--- src/rtl/alu_pipe.sv ---
// alu_pipe: pipelined integer ALU for the execute stage.
//   Accepts one op per cycle over valid/ready. Each op carries an opaque tag that is
//   returned unchanged with its result. The result is computed on entry and
//   registered into stage 0. Stages 1..STAGES-1 only move data toward the output.
// Ports:
//   i_clk, i_rst_n      clock; synchronous active-low reset
//   i_valid/o_ready     input handshake for i_op, i_src1, i_src2, i_tag
//   i_flush             drops every in-flight op and any input offered in the same cycle
//   o_valid/i_ready     output handshake for o_dest, o_tag
//   o_count             number of valid stages (ops in flight)

// One pipeline register: a valid bit plus an opaque payload.
module alu_pipe_stage #(
    parameter int W = 8
) (
    input  logic         i_clk,
    input  logic         i_rst_n,
    input  logic         i_flush,
    input  logic         i_load,   // upstream hands over a new payload this cycle
    input  logic         i_adv,    // this stage's payload leaves this cycle
    input  logic [W-1:0] i_data,
    output logic         o_vld,
    output logic [W-1:0] o_data
);
    // A load has priority over an advance, so advance plus replace keeps the stage
    // valid. The payload only changes on load, so a stalled stage holds steady.
    always_ff @(posedge i_clk) begin
        if (!i_rst_n) begin
            o_vld  <= 1'b0;
            o_data <= '0;
        end else if (i_flush) begin
            o_vld  <= 1'b0;
        end else if (i_load) begin
            o_vld  <= 1'b1;
            o_data <= i_data;
        end else if (i_adv) begin
            o_vld  <= 1'b0;
        end
    end
endmodule

module alu_pipe #(
    parameter int DATA_WIDTH = 64,
    parameter int TAG_WIDTH  = 6,
    parameter int STAGES     = 2
) (
    input  logic                        i_clk,
    input  logic                        i_rst_n,
    input  logic                        i_valid,
    output logic                        o_ready,
    input  logic [3:0]                  i_op,
    input  logic [DATA_WIDTH-1:0]       i_src1,
    input  logic [DATA_WIDTH-1:0]       i_src2,
    input  logic [TAG_WIDTH-1:0]        i_tag,
    input  logic                        i_flush,
    output logic                        o_valid,
    input  logic                        i_ready,
    output logic [DATA_WIDTH-1:0]       o_dest,
    output logic [TAG_WIDTH-1:0]        o_tag,
    output logic [$clog2(STAGES+1)-1:0] o_count
);
    localparam int SH_W  = $clog2(DATA_WIDTH);
    localparam int CNT_W = $clog2(STAGES+1);

    localparam logic [3:0] OP_ADD  = 4'd0;
    localparam logic [3:0] OP_SUB  = 4'd1;
    localparam logic [3:0] OP_AND  = 4'd2;
    localparam logic [3:0] OP_OR   = 4'd3;
    localparam logic [3:0] OP_XOR  = 4'd4;
    localparam logic [3:0] OP_SLL  = 4'd5;
    localparam logic [3:0] OP_SRL  = 4'd6;
    localparam logic [3:0] OP_SRA  = 4'd7;
    localparam logic [3:0] OP_SLT  = 4'd8;
    localparam logic [3:0] OP_SLTU = 4'd9;

    typedef struct packed {
        logic [DATA_WIDTH-1:0] dest;
        logic [TAG_WIDTH-1:0]  tag;
    } res_t;
    localparam int RES_W = $bits(res_t);

    // vld_pipe[0] is the input transfer of this cycle; vld_pipe[k+1] is stage k's valid.
    // res_pipe follows the same indexing: [0] is the freshly computed result.
    logic [STAGES:0]   vld_pipe;
    res_t [STAGES:0]   res_pipe;
    logic [STAGES-1:0] adv;
    logic [SH_W-1:0]   sh;
    res_t              res_in;

    assign sh = i_src2[SH_W-1:0];

    always_comb begin
        res_in      = '0;
        res_in.tag  = i_tag;
        case (i_op)
            OP_ADD:  res_in.dest = i_src1 + i_src2;
            OP_SUB:  res_in.dest = i_src1 - i_src2;
            OP_AND:  res_in.dest = i_src1 & i_src2;
            OP_OR:   res_in.dest = i_src1 | i_src2;
            OP_XOR:  res_in.dest = i_src1 ^ i_src2;
            OP_SLL:  res_in.dest = i_src1 << sh;
            OP_SRL:  res_in.dest = i_src1 >> sh;
            OP_SRA:  res_in.dest = $unsigned($signed(i_src1) >>> sh);
            OP_SLT:  res_in.dest[0] = $signed(i_src1) < $signed(i_src2);
            OP_SLTU: res_in.dest[0] = i_src1 < i_src2;
            default: res_in.dest = '0;   // unused opcodes still retire with their tag
        endcase
    end

    // Advance chain runs from the output back toward the input, so a bubble anywhere
    // lets everything behind it move up in the same cycle.
    assign adv[STAGES-1] = vld_pipe[STAGES] & i_ready;
    for (genvar k = 0; k < STAGES-1; k++) begin : g_adv
        assign adv[k] = vld_pipe[k+1] & (~vld_pipe[k+2] | adv[k+1]);
    end

    assign o_ready     = ~vld_pipe[1] | adv[0];
    // A flushed input is never loaded; the flush also overrides every stage below.
    assign vld_pipe[0] = i_valid & o_ready & ~i_flush;
    assign res_pipe[0] = res_in;

    for (genvar k = 0; k < STAGES; k++) begin : g_stg
        logic ld;
        if (k == 0) begin : g_first
            assign ld = vld_pipe[0];
        end else begin : g_rest
            assign ld = adv[k-1];
        end
        alu_pipe_stage #(.W(RES_W)) u_stg (
            .i_clk   (i_clk),
            .i_rst_n (i_rst_n),
            .i_flush (i_flush),
            .i_load  (ld),
            .i_adv   (adv[k]),
            .i_data  (res_pipe[k]),
            .o_vld   (vld_pipe[k+1]),
            .o_data  (res_pipe[k+1])
        );
    end

    assign o_valid = vld_pipe[STAGES];
    assign o_dest  = res_pipe[STAGES].dest;
    assign o_tag   = res_pipe[STAGES].tag;

    // Occupancy is derived from the valid bits themselves, so it can never drift.
    always_comb begin
        o_count = '0;
        for (int k = 0; k < STAGES; k++) begin
            o_count = o_count + CNT_W'(vld_pipe[k+1]);
        end
    end
endmodule

--- config.mk ---
export PLATFORM = sky130hd
export DESIGN_NAME = alu_pipe
export DESIGN_NICKNAME = d
export VERILOG_FILES = /design/src/rtl/alu_pipe.sv
export SDC_FILE = /design/constraint.sdc
export NUM_CORES = 1
export LEC_CHECK = 0
export CAP_MARGIN = 25
export CORE_MARGIN = 1.5
export CORE_UTILIZATION = 25
export DETAILED_ROUTE_END_ITERATION = 12
export GPL_TIMING_DRIVEN = 0
export PLACE_DENSITY = 0.49
export SKIP_CTS_REPAIR_TIMING = 1
export SYNTH_ARGS = -nofsm -noshare
export SYNTH_HDL_FRONTEND = slang
export SYNTH_SLANG_ARGS = --single-unit
--- constraint.sdc ---
create_clock -name i_clk -period 9.2 [get_ports i_clk]
set_input_delay 1.84 -clock i_clk [delete_from_list [all_inputs] [get_ports i_clk]]
set_output_delay 1.84 -clock i_clk [all_outputs]
set_load 0.03 [all_outputs]
# [Word-level counts from Yosys, hierarchy flattened]
# Index checks and enable logic that the tools add are counted.
[totals] regBits=142 output_inout_bits=74 in_bits=143 elab_cells=46
[classes] bitwise_logic=13 muxes=6 order_cmp=2 eq_ne=9 reduce_logical=6 add_sub_neg=3 shift=3
[op_table] cell="$pmux W63 S8" n=1
[op_table] cell="$lt A64 B64 Y1" n=2
[op_table] cell="$add A64 B64 Y64" n=1
[op_table] cell="$and A64 B64 Y64" n=1
[op_table] cell="$or A64 B64 Y64" n=1
[op_table] cell="$shl A64 B6 Y64" n=1
[op_table] cell="$shr A64 B6 Y64" n=1
[op_table] cell="$sshr A64 B6 Y64" n=1
[op_table] cell="$sub A64 B64 Y64" n=1
[op_table] cell="$xor A64 B64 Y64" n=1
[op_table] cell="$eq A4 B3 Y1 const B" n=4
[op_table] cell="$pmux W1 S10" n=1
[op_table] cell="$eq A4 B2 Y1 const B" n=2
[op_table] cell="$eq A4 B4 Y1 const B" n=2
[op_table] cell="$and A1 B1 Y1" n=4
[op_table] cell="$eq A4 B1 Y1 const B" n=1
[op_table] cell="$logic_not A4 Y1" n=1
[op_table] cell="$mux W1" n=4
[op_table] cell="$not A1 Y1" n=4
[op_table] cell="$reduce_and A2 Y1" n=2
[op_table] cell="$reduce_bool A2 Y1" n=2
[op_table] cell="$add A1 B1 Y2" n=1
[op_table] cell="$or A1 B1 Y1" n=2
[op_table] cell="$reduce_or A2 Y1" n=1

# [Depth between registers and ports, before layout]
[logic_depth] ltp_word=7 mapped_depth=18

# [By module]
# Synthesis repeated with hierarchy kept, for this count alone.
[unflattened] cells_unflattened=3659 area_unflattened_um2=26137.6
[by_module_without_submodules] module="alu_pipe" area_per_inst_um2=20231.9 instances=1 cells_each=3041
[by_module_without_submodules] module="alu_pipe_stage" area_per_inst_um2=2952.8 instances=2 cells_each=309

# [Worst setup path after synthesis]
# No wires, ideal clock.
[synth_path] path_kind="input port to flip-flop" from="input port i_src2[3]" to="register g_stg[0].u_stg.o_data[67]" t_arrival_ps=5872 path_stages=18 path_buffers=5 path_slack_ps=3205 cell_sequence="clkinv_1 -> buf_2 -> buf_1 -> clkbuf_1 -> buf_1 -> buf_1 -> ha_1 -> inv_1 -> o311a_1 -> o21a_1 -> a41oi_2 -> o31a_1 -> o211ai_2 -> a31oi_4 -> o21ai_1 -> a41oi_1 -> a211oi_1 -> a2bb2oi_1"
[synth_between] elab_chain_len=2 elab_cells_between_ends=6 cone_classes="add/sub: 2; shift: 3; mux: 1"
[synth_rtl] element="start: declaration" line="53" rtl="input logic [DATA_WIDTH-1:0] i_src2,"
[synth_rtl] element="$sub A64 B64 Y64, or another cell as far along" line="97" rtl="OP_SUB: res_in.dest = i_src1 - i_src2;"
[synth_rtl] element="$pmux W63 S8 *" line="95" rtl="case (i_op)"
[synth_rtl] element="end signal: assignment" line="35" rtl="o_data <= i_data;"
[synth_rtl] element="end: declaration" line="23" rtl="output logic [W-1:0] o_data"
# Mark *: on every way between the ends. The rest lies on a longest branch, timed or not.
# A chain may end at the register's enable or synchronous reset.

# [Final worst setup path]
[layout_path] from="input port i_src2[2]" to="register g_stg[0].u_stg.o_data[6]"
[layout_between] elab_chain_len=2 elab_cells_between_ends=6 cone_classes="order compare: 2; shift: 3; mux: 1"
[layout_rtl] element="$lt A64 B64 Y1, or another cell as far along" line="105" rtl="OP_SLTU: res_in.dest[0] = i_src1 < i_src2;"
[layout_rtl] element="$pmux W1 S10 *" line="95"
# Marked as above.

==> metrics.txt <==
status finished, violations left; failing checks setup timing; post-synthesis to final-layout area growth 19.6%; Syn Nets 3815; CTS Sinks 142; met1 Track Usage GR 0.526; clk_skew 0.0273 ns; Cell Rows 114; H-tree Lvls 4; routed len/inst 40.9 um; grt ovf 0; FFs w/ async S/R, synth 0; overall global routing resource usage 0.399; Core Area 0.0971 mm2; share of cells above drive strength 1 0.0815; Util after Layout 0.303; root buffer cell clkbuf_16; Fin. Hold Viols 0; Die Ht 317 um; CP Launch Type primary input; Reg2Reg Setup Slack 4.76 ns; deepest clock path buffer count 2; largest net degree at the start of global routing 17; number of synthesized flops with an enable pin 0; sequential cell area 0.00284 mm2; final non-filler cell total 5049; number of global-route vias before repair 30500; Die Wd 317 um; Hold Crit Start g_stg[1].u_stg.o_data[4]$_SDFFE_PN0P_; sequential fraction of the synthesis area 0.116; Data arrival, critical path 9.76 ns; hold path cells 2; Max Clock Freq 106 MHz; DRT Wirelength 206 mm; Vias 33100; Synth Instances 3474; Rel. slew slack 0.0392; Worst Hold Path EP g_stg[1].u_stg.o_data[4]$_SDFFE_PN0P_; Yosys warnings 0; GPL Wtd Cong 1.09; kind of critical path primary input to flip-flop; total die area 0.100 mm2; Final Cycle Share 1.03; Pwr per Cell Area 112 mW/mm2; I/O Pins 217; Skew-Pair Late Insertion Delay 0.46 ns; max-cap violations 0; Required @ worst endpoint 9.50 ns; ys flop type dfxtp_1; Synth Cell Area 0.0246 mm2; Worst R2R Start g_stg[1].u_stg.o_vld$_SDFFE_PP0P_; Worst R2R Path Depth 9; Avg Cell Area, Syn 7.08 um2; Detail Route Antenna Nets 0; HP Class flip-flop to flip-flop; Num CTS Buffers 17; post-route setup slack -0.257 ns; number of buffers inserted by port buffering 216; via-per-instance ratio 6.56; TritonRoute pass-1 iters 6; fin. max-slew vios 0; # fillers 10800; crit path time final 9.46 ns; Initial Util 0.253; FF-to-FF End g_stg[0].u_stg.o_data[18]$_SDFFE_PN0P_; RSZ-0062 raised after global routing no; M2 GR Usage 0.579; DRC viols 0; Net count, final 4095; Clock transition at path regs 0.09 ns; first-pass GRT wire length 273 mm; met3 Use GR 0.111; flops & latches, synth 142; DRT iter0 DRCs 5421; Hold Slack 0.459 ns; GRT busiest layer met2; maximum vdd drop 0.000104 V; Tightest Pin Transition 1.44 ns; synth unique cells 94; initial antenna violation count 20; Lkg Pwr 10.9 nW; Max FO, Critical Path 11; TritonCTS clock tree done; multi-input logic area 0.0199 mm2; final setup violation count 2; post-DP HPWL 170 mm; CP endpoint kind flip-flop; Placed Instances 4999
-- registers in the layout (all words and copies together), names as in the netlist --
register            cells
g_stg.u_stg.o_data    140
g_stg.u_stg.o_vld       2
-- critical path: stages --
cell	delay, ns
clkdlybuf4s50_1	0.54
clkbuf_1	0.40
clkinvlp_4	0.33
clkbuf_2	0.52
buf_2	0.41
buf_2	0.43
clkbuf_1	0.81
ha_1	0.48
nor2_1	0.19
o221ai_1	0.23
o31ai_1	0.52
nor3_1	0.12
o21ai_1	0.53
nand3_1	0.35
a22oi_1	0.65
a41oi_1	0.51
o31a_1	0.39
o211ai_1	0.28
a41oi_1	0.17
-- power by group --
| group | internal [mW] | switching [mW] | leakage [nW] | total, mW |
|---|---|---|---|---|
| Combinational | 0.544 | 1.37 | 9.51 | 1.92 |
| Clock | 0.400 | 0.333 | 0.277 | 0.733 |
| Sequential | 0.633 | 0.0235 | 1.15 | 0.656 |
-- final cells by class --
type,count,area share
clock buffers,18,0.0146
diodes,8,0.000680
inverters,201,0.0259
well taps,1276,0.0542
flip-flops and latches,142,0.0966
clock inverters,12,0.00472
plain buffers,278,0.0394
repair buffers,263,0.0879
multi-input cells,2851,0.676
-- how the worst max path moves through the flow --
stage,start,endpoint,slack [ns],cells past startpoint
floorplan,i_src2[3],g_stg[0].u_stg.o_data[67]$_SDFFE_PN0P_,3.21,18
global placement,i_src2[3],g_stg[0].u_stg.o_data[28]$_SDFFE_PN0P_,-2.40,19
detailed placement,i_src2[3],g_stg[0].u_stg.o_data[6]$_SDFFE_PN0P_,-1.39,19
CTS,i_src2[3],g_stg[0].u_stg.o_data[6]$_SDFFE_PN0P_,-0.91,19
global route,i_src2[2],g_stg[0].u_stg.o_data[6]$_SDFFE_PN0P_,0.004,19
finish,i_src2[2],g_stg[0].u_stg.o_data[6]$_SDFFE_PN0P_,-0.26,19
-- cells by family after synthesis --
family          synth area share
mux                        0.165
buf+inv                   0.0773
flops                      0.116
fa+ha+maj                  0.101
simple gates               0.203
xor+xnor                 0.00890
compound gates             0.330
-- placed cells by master, fill, tap and decap left out, types with 20 or more instances in the layout --
master / instances
nor3_1: 77
a21boi_0: 86
nand2_1: 421
inv_1: 193
nor2b_1: 22
buf_4: 25
xnor2_1: 20
o211ai_1: 44
a221oi_1: 46
buf_2: 36
o22ai_1: 32
a211oi_1: 48
mux2i_1: 85
a221o_1: 23
o21bai_1: 28
dfxtp_1: 142
o21ai_1: 63
nor4_1: 37
o21ai_0: 219
o221ai_1: 30
o31ai_1: 42
a21oi_1: 333
a21o_1: 24
nand3_1: 46
ha_1: 196
clkdlybuf4s50_1: 215
nor2_1: 430
a31oi_1: 43
mux4_2: 134
nand4_1: 33
clkbuf_1: 200
buf_1: 36
-- stage by stage --
stage / power [mW] / instance area [um2] / setup WS, ns / TNS [ns]
after floorplan: 1.58 / 24600 / 3.21 / 0
after global placement: 2.46 / 28400 / -2.40 / -45.91
after detailed placement: 2.45 / 28700 / -1.39 / -33.39
after CTS: 3.18 / 29300 / -0.905 / -10.97
after global routing: 3.34 / 29400 / 0.00437 / 0
final: 3.30 / 29400 / -0.257 / -0.306
-- Yosys cell counts, types with 44 or more instances --
cell type    n  area, um2
a221oi_1    47        412
nand2_1    421       1580
nor3_1      78        390
nand3_1     46        230
dfxtp_1    142       2840
a211oi_1    48        360
clkbuf_1   201        754
o21ai_1     63        315
a21boi_0    86        646
inv_1      193        724
ha_1       196       2450
mux4_2     134       3020
a21oi_1    333       1670
mux2i_1     85        851
o21ai_0    219       1100
nor2_1     430       1610
o211ai_1    44        330
-- layer usage --
metal / part of all wire / vias up
li1: - / 13400
met1: 0.40 / 16300
met5: 0.00058 / -
met2: 0.40 / 2779
met4: 0.074 / 22
met3: 0.12 / 613
Note: power is estimated with default switching activity, not from simulation.
